==> src/rtl/multi_cycle_controller_pkg.sv <==
// Shared encodings for the multi-cycle MIPS controller: FSM states,
// opcode/funct constants and ALU / mux select codes.
package multi_cycle_controller_pkg;

    typedef enum logic [3:0] {
        S_FETCH    = 4'd0,
        S_DECODE   = 4'd1,
        S_MEMADR   = 4'd2,
        S_MEMRD    = 4'd3,
        S_MEMWB    = 4'd4,
        S_MEMWR    = 4'd5,
        S_RTYPEEX  = 4'd6,
        S_RTYPEWB  = 4'd7,
        S_BRANCHEX = 4'd8,
        S_ADDIEX   = 4'd9,
        S_ADDIWB   = 4'd10,
        S_JEX      = 4'd11
    } state_t;

    localparam logic [5:0] OP_RTYPE = 6'h00;
    localparam logic [5:0] OP_LW    = 6'h23;
    localparam logic [5:0] OP_SW    = 6'h2B;
    localparam logic [5:0] OP_BEQ   = 6'h04;
    localparam logic [5:0] OP_BNE   = 6'h05;
    localparam logic [5:0] OP_ADDI  = 6'h08;
    localparam logic [5:0] OP_J     = 6'h02;

    localparam logic [5:0] FN_ADD = 6'h20;
    localparam logic [5:0] FN_SUB = 6'h22;
    localparam logic [5:0] FN_AND = 6'h24;
    localparam logic [5:0] FN_OR  = 6'h25;
    localparam logic [5:0] FN_SLT = 6'h2A;

    localparam logic [2:0] ALU_ADD = 3'b010;
    localparam logic [2:0] ALU_SUB = 3'b110;
    localparam logic [2:0] ALU_AND = 3'b000;
    localparam logic [2:0] ALU_OR  = 3'b001;
    localparam logic [2:0] ALU_SLT = 3'b111;

    localparam logic [1:0] ALUB_REG   = 2'b00;
    localparam logic [1:0] ALUB_FOUR  = 2'b01;
    localparam logic [1:0] ALUB_IMM   = 2'b10;
    localparam logic [1:0] ALUB_IMMSH = 2'b11;

    localparam logic [1:0] PCSRC_ALU    = 2'b00;
    localparam logic [1:0] PCSRC_ALUOUT = 2'b01;
    localparam logic [1:0] PCSRC_JUMP   = 2'b10;

endpackage

==> src/rtl/multi_cycle_controller_alu_decoder.sv <==
// R-type funct decode: ALU operation plus a flag marking the funct as legal,
// so the writeback state can suppress register writes for unknown functs.
module alu_decoder
    import multi_cycle_controller_pkg::*;
(
    input  logic [5:0] funct_i,
    output logic [2:0] alu_ctrl_o,
    output logic       funct_ok_o
);

    // Map funct to ALU op; unknown functs fall back to add and are flagged.
    always_comb begin
        alu_ctrl_o = ALU_ADD;
        funct_ok_o = 1'b1;
        case (funct_i)
            FN_ADD:  alu_ctrl_o = ALU_ADD;
            FN_SUB:  alu_ctrl_o = ALU_SUB;
            FN_AND:  alu_ctrl_o = ALU_AND;
            FN_OR:   alu_ctrl_o = ALU_OR;
            FN_SLT:  alu_ctrl_o = ALU_SLT;
            default: begin
                alu_ctrl_o = ALU_ADD;
                funct_ok_o = 1'b0;
            end
        endcase
    end

endmodule

==> src/rtl/multi_cycle_controller.sv <==
// Moore FSM controller for a multi-cycle MIPS datapath. Outputs are a pure
// function of state except pc_en in BRANCHEX, which follows the ALU zero flag.
// All outputs are forced low while reset is held.
module multi_cycle_controller
    import multi_cycle_controller_pkg::*;
(
    input  logic       clk,
    input  logic       reset,
    input  logic [5:0] opcode,
    input  logic [5:0] funct,
    input  logic       zero,
    output logic       pc_en,
    output logic       i_or_d,
    output logic       mem_write,
    output logic       ir_write,
    output logic       reg_dst,
    output logic       mem_to_reg,
    output logic       reg_write,
    output logic       alu_src_a,
    output logic [1:0] alu_src_b,
    output logic [2:0] alu_ctrl,
    output logic [1:0] pc_src,
    output logic [3:0] state
);

    state_t     state_q, state_d;
    logic [2:0] rtype_ctrl;
    logic       funct_ok;

    logic       pc_en_c, i_or_d_c, mem_write_c, ir_write_c;
    logic       reg_dst_c, mem_to_reg_c, reg_write_c, alu_src_a_c;
    logic [1:0] alu_src_b_c, pc_src_c;
    logic [2:0] alu_ctrl_c;

    alu_decoder u_alu_decoder (
        .funct_i    (funct),
        .alu_ctrl_o (rtype_ctrl),
        .funct_ok_o (funct_ok)
    );

    // State register; reset snaps straight back to FETCH.
    always_ff @(posedge clk or negedge reset) begin
        if (!reset) state_q <= S_FETCH;
        else        state_q <= state_d;
    end

    // Next-state and per-state control outputs.
    always_comb begin
        state_d      = S_FETCH;
        pc_en_c      = 1'b0;
        i_or_d_c     = 1'b0;
        mem_write_c  = 1'b0;
        ir_write_c   = 1'b0;
        reg_dst_c    = 1'b0;
        mem_to_reg_c = 1'b0;
        reg_write_c  = 1'b0;
        alu_src_a_c  = 1'b0;
        alu_src_b_c  = ALUB_REG;
        alu_ctrl_c   = ALU_AND;
        pc_src_c     = PCSRC_ALU;
        case (state_q)
            S_FETCH: begin
                ir_write_c  = 1'b1;
                pc_en_c     = 1'b1;
                alu_src_b_c = ALUB_FOUR;
                alu_ctrl_c  = ALU_ADD;
                state_d     = S_DECODE;
            end
            S_DECODE: begin
                // Precompute branch target into ALUOut while decoding.
                alu_src_b_c = ALUB_IMMSH;
                alu_ctrl_c  = ALU_ADD;
                case (opcode)
                    OP_LW, OP_SW:   state_d = S_MEMADR;
                    OP_RTYPE:       state_d = S_RTYPEEX;
                    OP_BEQ, OP_BNE: state_d = S_BRANCHEX;
                    OP_ADDI:        state_d = S_ADDIEX;
                    OP_J:           state_d = S_JEX;
                    default:        state_d = S_FETCH;
                endcase
            end
            S_MEMADR: begin
                alu_src_a_c = 1'b1;
                alu_src_b_c = ALUB_IMM;
                alu_ctrl_c  = ALU_ADD;
                if (opcode == OP_LW)      state_d = S_MEMRD;
                else if (opcode == OP_SW) state_d = S_MEMWR;
                else                      state_d = S_FETCH;
            end
            S_MEMRD: begin
                i_or_d_c = 1'b1;
                state_d  = S_MEMWB;
            end
            S_MEMWB: begin
                reg_write_c  = 1'b1;
                mem_to_reg_c = 1'b1;
            end
            S_MEMWR: begin
                i_or_d_c    = 1'b1;
                mem_write_c = 1'b1;
            end
            S_RTYPEEX: begin
                alu_src_a_c = 1'b1;
                alu_ctrl_c  = rtype_ctrl;
                state_d     = S_RTYPEWB;
            end
            S_RTYPEWB: begin
                reg_dst_c   = 1'b1;
                reg_write_c = funct_ok;
            end
            S_BRANCHEX: begin
                alu_src_a_c = 1'b1;
                alu_ctrl_c  = ALU_SUB;
                pc_src_c    = PCSRC_ALUOUT;
                if (opcode == OP_BEQ)      pc_en_c = zero;
                else if (opcode == OP_BNE) pc_en_c = ~zero;
            end
            S_ADDIEX: begin
                alu_src_a_c = 1'b1;
                alu_src_b_c = ALUB_IMM;
                alu_ctrl_c  = ALU_ADD;
                state_d     = S_ADDIWB;
            end
            S_ADDIWB: begin
                reg_write_c = 1'b1;
            end
            S_JEX: begin
                pc_src_c = PCSRC_JUMP;
                pc_en_c  = 1'b1;
            end
            default: state_d = S_FETCH;
        endcase
    end

    // Reset masks every output, including the FETCH strobes.
    assign pc_en      = reset & pc_en_c;
    assign i_or_d     = reset & i_or_d_c;
    assign mem_write  = reset & mem_write_c;
    assign ir_write   = reset & ir_write_c;
    assign reg_dst    = reset & reg_dst_c;
    assign mem_to_reg = reset & mem_to_reg_c;
    assign reg_write  = reset & reg_write_c;
    assign alu_src_a  = reset & alu_src_a_c;
    assign alu_src_b  = {2{reset}} & alu_src_b_c;
    assign alu_ctrl   = {3{reset}} & alu_ctrl_c;
    assign pc_src     = {2{reset}} & pc_src_c;
    assign state      = state_q;

endmodule

==> config.mk <==
export PLATFORM = sky130hd
export DESIGN_NAME = multi_cycle_controller
export DESIGN_NICKNAME = d
export VERILOG_FILES = /design/src/rtl/multi_cycle_controller_pkg.sv /design/src/rtl/multi_cycle_controller_alu_decoder.sv /design/src/rtl/multi_cycle_controller.sv
export SDC_FILE = /design/constraint.sdc
export NUM_CORES = 1
export LEC_CHECK = 0
export ABC_AREA = 1
export CAP_MARGIN = 40
export CORE_ASPECT_RATIO = 1.25
export CORE_MARGIN = 5
export CORE_UTILIZATION = 38
export CTS_CLUSTER_SIZE = 24
export DETAILED_ROUTE_END_ITERATION = 7
export GPL_ROUTABILITY_DRIVEN = 0
export PLACE_DENSITY = 0.77
export REMOVE_ABC_BUFFERS = 1
export SYNTH_ARGS = -nofsm -noshare
export SYNTH_HDL_FRONTEND = slang
export SYNTH_HIERARCHICAL = 1
export SYNTH_SLANG_ARGS = --single-unit
==> constraint.sdc <==
create_clock -name clk -period 1.31 [get_ports clk]
set_clock_uncertainty 0.05 [all_clocks]
set_input_delay 0.262 -clock clk [delete_from_list [all_inputs] [get_ports clk]]
set_output_delay 0.262 -clock clk [all_outputs]
set_load 0.005 [all_outputs]
**Word level (Yosys, flattened, before mapping)**

Cells that the tools add are included.

- Eq/ne operators: 22
- Mux-type cells: 19
- Bitwise logic cells: 12
- Reduce and logical (&&, ||, !) cells: 11

Operators with widths:

| operator | number |
|---|---|
| $eq A6 B6 Y1 const B | 7 |
| $pmux W4 S6 | 1 |
| $pmux W4 S5 | 1 |
| $eq A4 B3 Y1 const B | 4 |
| $eq A4 B4 Y1 const B | 4 |
| $eq A6 B3 Y1 const B | 2 |
| $pmux W3 S4 | 1 |
| $reduce_or A2 Y1 | 6 |
| $mux W1 | 9 |
| $pmux W3 S3 | 1 |
| $and A1 B1 Y1 | 8 |
| $eq A4 B2 Y1 const B | 2 |
| $reduce_or A4 Y1 | 2 |
| $eq A6 B2 Y1 const B | 1 |
| $eq A6 B4 Y1 const B | 1 |
| $logic_not A6 Y1 | 1 |
| $mux W3 | 2 |
| $pmux W2 S3 | 1 |
| $reduce_or A5 Y1 | 1 |
| $and A2 B2 Y2 | 2 |
| $eq A4 B1 Y1 const B | 1 |
| $logic_not A4 Y1 | 1 |
| $pmux W1 S2 | 2 |
| $pmux W2 S2 | 1 |
| other kinds (2) | 2 |

- Register bits: 4
- Input port bits: 15
- Word-level logic and storage cells: 65

**Logic depth before layout (Yosys ltp)**

Gate-level depths: netlist of run 1.

- Depth after elaboration: 5
- Gate-level depth with buffers: 7
- Depth with buffers taken out: 7

**Cells and area by module**

The synthesis of run 1 kept the hierarchy.

By module, submodules not included:

| module | times used | cells an instance | area each (µm²) |
|---|---|---|---|
| multi_cycle_controller | 1 | 102 | 536.8 |
| alu_decoder | 1 | 20 | 90.1 |

**Least setup slack after synthesis of run 1**

Ideal clock, no wire load.

- Path type: register to output
- From: reg state_q[1], in the netlist state[1]
- To: out pc_en
- Arrival: 0.967 ns
- Data required time: 0.998 ns
- Setup slack: 0.031 ns
- Cell stages (with the launch flop): 6
- Path buffers: 0
- Cells stage by stage: dfrtp_1 nor2_1 inv_1 nor3_2 nand2_1 nand2_1

- Cells in the longest elaborated chain, start to end: 4
- Elaborated cells between the ends (all ways): 6
- Classes of those cells: 2 x eq/ne; 1 x mux; 1 x bitwise; 2 x reduce/logical

RTL lines:

| item | line | text |
|---|---|---|
| start: declaration | multi_cycle_controller.sv:26 | `state_t state_q, state_d;` |
| start signal: assignment | multi_cycle_controller.sv:44 | `else state_q <= state_d;` |
| $eq A4 B4 Y1 or $logic_not A4 Y1 (tied branches) | multi_cycle_controller.sv:61 | `case (state_q)` |
| $reduce_or A2 Y1 (no source line) | -- |  |
| $pmux W1 S2 (*) | multi_cycle_controller.sv:61 |  |
| $and A1 B1 Y1 (*) | multi_cycle_controller.sv:136 | `assign pc_en = reset & pc_en_c;` |
| end: declaration | multi_cycle_controller.sv:12 | `output logic pc_en,` |

Every way passes the cells marked *; elsewhere a longest branch is shown, timed or not.

**Worst setup path after layout of run 1**

- From: in opcode[3]
- To: out pc_en

- Cells in the longest elaborated chain, start to end: 5
- Elaborated cells between the ends (all ways): 6
- Classes of those cells: 2 x eq/ne; 3 x mux; 1 x bitwise

RTL lines:

| item | line | text |
|---|---|---|
| start: declaration | multi_cycle_controller.sv:9 | `input logic [5:0] opcode,` |
| $eq A6 B3 Y1 | multi_cycle_controller.sv:116 | `else if (opcode == OP_BNE) pc_en_c = ~zero;` |
| $mux W1 | multi_cycle_controller.sv:116 |  |
| $mux W1 (*) | multi_cycle_controller.sv:115 | `if (opcode == OP_BEQ) pc_en_c = zero;` |
| $pmux W1 S2 (*) | multi_cycle_controller.sv:61 |  |
| $and A1 B1 Y1 (*) | multi_cycle_controller.sv:136 |  |

Marked as above.

==> results.yml, run 1 <==
drt:
  firstDrtPassIters: 5
  antenna_left: 0
  drt_iter0_markers: 88
  wl_per_cell_um: 19.8
  drt-met1-wl_mm: 1.34
  dr_wl_met3_um: 379
  vias: 1256
  drc: 0
  wirelength_mm: 4.23
  topRoutingLayerUsed: "met4"
  vias_per_cell: 5.87
  wl_met2_mm: 2.18
worst_setup_path:
  critical-path-top-delay-family: "buffers and inverters"
  cpPeakStageDelay_ps: 450
  path_class: "input port to primary output"
  path_common_cell: "nand2_1"
  cp.arrival_ps: 1520
  critical_path_depth: 9
  crit_fanout: 2
  rr_worst_depth: 7
  cp-end-kind: "primary output"
  crit_chain: "clkdlybuf4s50_1 -> inv_1 -> nand3_1 -> nor2_2 -> nand2_1 -> nand2_1 -> nand2_1 -> nand2_1 -> buf_2"
  cp-start-kind: "input port"
  critPathSlowestCell: "clkdlybuf4s50_1"
  cp.buffers_inverters: 3
  required_ps: 1000
die:
  initial_core_util_pct: 40.1
  num_rows: 16
  core_area_um2: 1560
  die-area_um2: 2570
  dieWidth_um: 46.3
  ioPinCount: 34
  die_y_um: 55.4
clock_network:
  htree_num_levels: 1
  cts_made_buffers: 3
  clk_pin_slew_ps: 40
  cts_tree: "built"
  clock_sinks: 4
  ctsRootBufferMaster: "clkbuf_4"
  clk_latency_ps: 230
  ctsHoldBuffers: 0
  cts_max_path_buffers: 2
layout:
  mostFrequentLayoutCell: "buf_4"
  area_growth_syn_to_layout_pct: 134
  multiInputGateArea_um2: 604
  num-nets-final: 213
  regArea_um2: 104
  n_fill_cell: 52
  final_cell_mix: "buf_4 (24), nand2_1 (22), buf_6 (15)"
  diodes: 0
  drive_gt1_share_pct: 56.6
  largest_reg_flops: 4
synthesis:
  yosysWarnings: 6
  yosysSeqAreaShare_pct: 16.0
  synthAdderAreaFrac_pct: 0
  synth_compound_gate_area_share_pct: 6.79
  synth_top_family_by_area: "simple AND/OR/NAND/NOR gates"
  ys_types: 19
  avgSynthCellArea_um2: 5.14
  yosys.area_share.simple_pct: 60.9
  ys_ff_latch: 4
  muxShareOfSynthArea_pct: 0
  synth.area.top_cells: "nand2_1 (19%), dfrtp_1 (16%), nor2_1 (14%)"
  synthXorXnorAreaFrac_pct: 1.40
  netlist_instances: 122
  yosys.area.top_type_share_pct: 19.2
  synth_area_um2: 627
  synth_area_leader_cell: "nand2_1"
timing:
  fmax_mhz: 546
  slew_violations: 0
  setup_slack_ps: -523
  maxSlewHeadroom_pct: 81.4
  period_share_pct: 140
  period_minus_slack_ps: 1830
  finalSetupTns_ps: -5980
  finalHoldViolations: 0
  tightest_slew_ps: 276
  setup_viol: 22
  rsz0062_at_grt: "yes"
grt:
  grt_pass1_vias: 1192
  grt_max_degree: 8
  globalRoute.totalOverflow: 0
  antenna_found_initial: 0
  grt_pass1_wl_mm: 5.40
  track_usage_pct: 27.5
flow_run:
  maxCapViolCount: 0
power_and_ir_drop:
  powerDensity_nw_per_um2: 1120
  max-vdd-ir-drop_v: 0.00110
  p_leak_nw: 0.780
  p_total_mw: 1.64
placed_design:
  post-dp-hpwl_mm: 1.91
  port_buffers: 33
  pre_cts_slack_ps: -838
run_status:
  status: "finished, violations left"
  violations: "setup timing"
worst_hold_path:
  hold_path.class: "input port to asynchronous set/reset pin"
[power breakdown]
| group | total (mW) | switching [mW] | leakage, nW | internal, mW |
|---|---|---|---|---|
| logic | 1.28 | 0.692 | 0.717 | 0.584 |
| clock network | 0.148 | 0.0461 | 0.0138 | 0.102 |
| registers | 0.212 | 0.0546 | 0.0490 | 0.157 |
| total | 1.64 | 0.793 | 0.780 | 0.844 |
[cell usage after synthesis, drive strengths merged]
| cell type | number |
|---|---|
| a31oi | 1 |
| nor3 | 3 |
| inv | 25 |
| nand2 | 34 |
| nand3 | 14 |
| xor2 | 1 |
| o21ai | 3 |
| a21oi | 3 |
| dfrtp | 4 |
| nand4 | 1 |
| nor2 | 30 |
| o22ai | 1 |
| nand3b | 2 |
[area by class of cell]
type / count / area share (%)
Multi-Input combinational cell: 93 / 41.2
Timing Repair Buffer: 71 / 41.7
Tap cell: 18 / 1.54
Inverter: 25 / 6.92
Sequential cell: 4 / 7.09
Clock buffer: 3 / 1.54
[logic make-up (layout without fill, tap and decap cells)]
kind of cell              after synthesis  count (layout)
and+or+nand+nor                        84              84
buffers and inverters                  25              99
AOI/OAI and AO/OA                       8               8
DFF                                     4               4
xor gates and xnor gates                1               1
[what timing repair did]
item / CTS / global route
pin swaps: 22 / 11
setup endpoints to repair: 19 / 21
cloned: 0 / 0
resized for setup: 120 / 35
buffers inserted: 15 / 3
[layer usage]
layer  vias to the layer above  track usage (%)
met4                         0             8.94
met2                       104             50.0
met5                         -                0
met1                       579             31.5
li1                        530                -
met3                        43             2.27
[final timing paths]
check,startpoint,slack [ps],end
setup / recovery,opcode[3],-520,pc_en
hold / removal,reset,110,state[1]
setup reg to reg,state[1],-40,state[2]
hold reg to reg,state[3],740,state[3]
max in group asynchronous,reset,970,state[0]
min in group clk,opcode[0],710,state[0]
[through the flow]
step	instance area, µm²	cells	hold slack (ps)	util, %
final	1470	214	114	93.8
after global routing	1470	214	108	93.8
after CTS	1340	212	81.1	85.5
after detailed placement	1160	195	560	74.1
after global placement	1160	195	562	74.1
after floorplan	627	122	-83.6	-
[worst reg2reg max path, delay by kind of cell, from the launching register on]
kind | cells | cell delay (ps)
buffers and inverters | 3 | 360
DFF | 1 | 450
and+or+nand+nor | 4 | 400
(Power assumes the default switching activity.)
==> run 2: changes to the inputs <==
--- a/config.mk
+++ b/config.mk
@@ -7,15 +7,13 @@
 export LEC_CHECK = 0
 export ABC_AREA = 1
 export CAP_MARGIN = 40
-export CORE_ASPECT_RATIO = 1.25
-export CORE_MARGIN = 5
-export CORE_UTILIZATION = 38
+export CORE_MARGIN = 8
+export CORE_UTILIZATION = 37
 export CTS_CLUSTER_SIZE = 24
 export DETAILED_ROUTE_END_ITERATION = 7
 export GPL_ROUTABILITY_DRIVEN = 0
-export PLACE_DENSITY = 0.77
+export PLACE_DENSITY = 0.76
 export REMOVE_ABC_BUFFERS = 1
 export SYNTH_ARGS = -nofsm -noshare
 export SYNTH_HDL_FRONTEND = slang
-export SYNTH_HIERARCHICAL = 1
 export SYNTH_SLANG_ARGS = --single-unit
==> run 2 against run 1 <==
  * The flow now stops in global routing
  * Synthesized cell count is 11% lower
  * Area after synthesis fell by 5.2%
==> results.yml, run 2 <==
run_status:
  stop_stage: "global routing"
  tool.error: "[ERROR DPL-0038] Utilization greater than 100%, impossible to legalize"
  status: "aborted with a tool error"
synthesis:
  yosys-top-cells-count: "nand2_1 (23), nor2_1 (16), inv_1 (14)"
  ys_ff_latch: 4
  synth_compound_gate_area_share_pct: 13.5
  synth_top_family_by_area: "simple AND/OR/NAND/NOR gates"
  yosys.area.top_type_share_pct: 16.8
  yosysSeqAreaShare_pct: 16.8
  avgSynthCellArea_um2: 5.50
  async_reset_ff_share_pct: 100
  synth_area_leader_cell: "dfrtp_1"
  muxShareOfSynthArea_pct: 0
  synth.area.top_cells: "dfrtp_1 (17%), nand2_1 (15%), nor2_1 (10%)"
  yosysMostFrequentCell: "nand2_1"
  yosys.area_share.simple_pct: 55.2
  yosysWarnings: 0
  synthAdderAreaFrac_pct: 0
  ys.flop_type: "dfrtp_1"
  synthXorXnorAreaFrac_pct: 0
  synth-edff-count: 0
  ys_types: 24
  netlist_instances: 108
  synth_area_um2: 594
clock_network:
  cts_max_path_buffers: 2
  ctsRootBufferMaster: "clkbuf_4"
  htree_num_levels: 1
  cts_made_buffers: 3
  clock_sinks: 4
  ctsHoldBuffers: 0
timing:
  timing.worst_endpoint.kind: "output port"
  postGrtWorstEndpoint: "alu_ctrl[0]"
placed_design:
  port_buffers: 33
  post-dp-hpwl_mm: 2.08
grt:
  grt_max_degree: 7
die:
  initial_core_util_pct: 39.5
  die_y_um: 56.1
  dieWidth_um: 56.1
  ioPinCount: 34
  num_rows: 14
[run 2: cell count changes after synthesis, moves of 2 or more]
| cell | previous run | this run |
|---|---|---|
| inv_1 | 23 | 14 |
| nand2_1 | 32 | 23 |
| nor2_1 | 24 | 16 |
| inv_2 | 2 | 6 |
| nand3_1 | 13 | 10 |
| a21oi_1 | 3 | 5 |
| nand4_1 | 1 | 3 |
| nor2_2 | 5 | 3 |
| nor3_1 | 2 | 4 |
| or2_2 | 0 | 2 |
[run 2: timing repair]
item,CTS
endpoints found under the hold margin,0
setup buffers,12
pin swaps,24
gates resized for setup,129
endpoints found under the setup margin,21
[run 2: logic make-up after synthesis]
family | Yosys count
AO/OA/AOI/OAI | 14
AND/OR/NAND/NOR | 69
flip-flops | 4
buffers and inverters | 21
[run 2: metrics by stage]
stage	cells	hold slack [ps]	area [µm²]	setup WS, ps	TNS (ps)
3_5_place_dp	187	545	1170	-816	-11480
4_1_cts	201	66.3	1390	-469	-5380
3_3_place_gp	187	548	1170	-797	-11120
2_1_floorplan	107	-83.6	583	-35.0	-51.3
==> run 3: changes to the inputs <==
--- a/config.mk
+++ b/config.mk
@@ -7,12 +7,11 @@
 export LEC_CHECK = 0
 export ABC_AREA = 1
 export CAP_MARGIN = 40
-export CORE_MARGIN = 8
-export CORE_UTILIZATION = 37
-export CTS_CLUSTER_SIZE = 24
+export CORE_AREA = 8 8 69 71
 export DETAILED_ROUTE_END_ITERATION = 7
+export DIE_AREA = 0 0 77 79
 export GPL_ROUTABILITY_DRIVEN = 0
-export PLACE_DENSITY = 0.76
+export PLACE_DENSITY_LB_ADDON = 0.15
 export REMOVE_ABC_BUFFERS = 1
 export SYNTH_ARGS = -nofsm -noshare
 export SYNTH_HDL_FRONTEND = slang
==> run 3 against run 2 <==
  * The flow now finishes, with violations (setup timing)
  * Synthesized cell count did not move
  * Area after synthesis did not move
==> results.yml, run 3 <==
run_status:
  status: "finished, violations left"
  violations: "setup timing"
layout:
  largest_reg_flops: 4
  drive_gt1_share_pct: 63.3
  area_growth_syn_to_layout_pct: 191
  final_area_um2: 1730
  multiInputGateArea_um2: 611
  num-nets-final: 224
  regArea_um2: 101
  diodes: 0
  final_cell_mix: "buf_4 (45), buf_6 (25), nand2_1 (15)"
  mostFrequentLayoutCell: "buf_4"
  n_fill_cell: 394
  final_cells: 257
clock_network:
  cts_max_path_buffers: 2
  htree_num_levels: 1
  ctsRootBufferMaster: "clkbuf_8"
  clock_sinks: 4
  ctsHoldBuffers: 0
  clk_pin_slew_ps: 30
  clk_latency_ps: 210
  cts_made_buffers: 3
  cts_tree: "built"
flow_run:
  maxCapViolCount: 0
placed_design:
  post-dp-hpwl_mm: 2.15
  placed_area_um2: 1250
  place_inst: 226
  port_buffers: 33
drt:
  drc: 0
  antenna_left: 0
  wl_per_cell_um: 12.0
  firstDrtPassIters: 2
  vias: 1077
  wirelength_mm: 3.07
  vias_per_cell: 4.19
  drt_iter0_markers: 10
worst_setup_path:
  cp.arrival_ps: 1490
  cp.buffers_inverters: 4
  startpoint: "state[3]"
  crit_chain: "buf_6 -> buf_6 -> nor4_4 -> buf_4 -> nand2_2 -> nand2_2 -> buf_6"
  required_ps: 1000
  crit_fanout: 4
  critical_path_depth: 7
  path_class: "register to primary output"
  critical-path-top-delay-family: "buffers and inverters"
  critPathSlowestCell: "dfrtp_2"
  cpPeakStageDelay_ps: 430
  cp-end-kind: "primary output"
  r2r-start: "state[3]"
  path_common_cell: "buf_6"
  rr_worst_depth: 10
  cp-start-kind: "register"
power_and_ir_drop:
  p_total_mw: 1.73
  max-vdd-ir-drop_v: 0.000502
  powerDensity_nw_per_um2: 999
  p_leak_nw: 0.871
synthesis:
  netlist_instances: 108
  synth_area_um2: 594
  yosys-top-cells-count: "nand2_1 (23), nor2_1 (16), inv_1 (14)"
  synth_area_leader_cell: "dfrtp_1"
  yosys.area.top_type_share_pct: 16.8
  async_reset_ff_share_pct: 100
  synth-edff-count: 0
  ys_types: 24
  yosysSeqAreaShare_pct: 16.8
  ys.flop_type: "dfrtp_1"
  yosysMostFrequentCell: "nand2_1"
  ys_ff_latch: 4
  synth.area.top_cells: "dfrtp_1 (17%), nand2_1 (15%), nor2_1 (10%)"
  avgSynthCellArea_um2: 5.50
  yosysWarnings: 0
timing:
  fmax_mhz: 556
  finalHoldViolations: 0
  period_share_pct: 137
  tightest_slew_ps: 235
  period_minus_slack_ps: 1800
  rsz0062_at_grt: "yes"
  maxSlewHeadroom_pct: 84.2
  setup_slack_ps: -490
  slew_violations: 0
  finalSetupTns_ps: -6750
  holdWs_ps: 98.3
  setup_viol: 20
die:
  initial_core_util_pct: 15.6
  num_rows: 23
  die_y_um: 79
  die-area_um2: 6080
  ioPinCount: 34
  dieWidth_um: 77
  core_area_um2: 3800
grt:
  track_usage_pct: 9.38
  grt_max_degree: 9
  grt_pass1_wl_mm: 4.83
  grt_pass1_vias: 1121
  antenna_found_initial: 0
  globalRoute.totalOverflow: 0
worst_hold_path:
  hold_path.class: "input port to asynchronous set/reset pin"
-- run 3: cell counts after synthesis --
Identical to the previous run, type by type.
-- run 3: area by class of cell --
class                   count  share of cell area [%]
repair buffers             97                    47.8
multi-input cells          83                    35.3
flip-flops and latches      4                    5.86
inverters                  20                    5.06
well taps                  50                    3.62
clock buffers               3                    2.39
-- run 3: logic make-up (layout without fill, tap and decap cells) --
kind of cell | count (synthesis) | in the layout | synth area share [%]
AND/OR/NAND/NOR | 69 | 69 | 55.2
buffers and inverters | 21 | 120 | 14.5
AO/OA/AOI/OAI | 14 | 14 | 13.5
flip-flops | 4 | 4 | 16.8
-- run 3: final timing paths --
check                            endpoint  slack (ps)
max in group asynchronous        state[3]         990
worst max register to register   state[1]        -280
worst min register to register   state[0]         730
worst min-delay path             state[2]         100
worst max-delay path            reg_write        -490
min in group clk                 state[3]         630
-- run 3: metal layers --
layer	vias to the layer above	global-route usage (%)	wire [µm]
met1	498	9.20	1230
li1	550	-	-
met5	-	0	0
met3	4	1.81	103
met2	25	19.3	1710
met4	0	2.64	31
-- run 3: power by group --
group	internal, mW	switching (mW)	leakage (nW)
Sequential	0.154	0.0351	0.0516
Clock	0.195	0.0592	0.0216
Combinational	0.685	0.600	0.798
-- run 3: stage by stage --
step | setup slack [ps] | util [%]
2_1_floorplan | -35.0 | -
3_3_place_gp | -816 | 32.8
3_5_place_dp | -857 | 32.8
4_1_cts | -504 | 40.9
5_1_grt | -569 | 45.6
6_report | -490 | 45.6
-- run 3: repair_timing --
item                                    CTS  global route
pin swaps                                21            15
endpoints found under the setup margin   22            22
resized for setup                       126            35
buffers inserted                         20            13
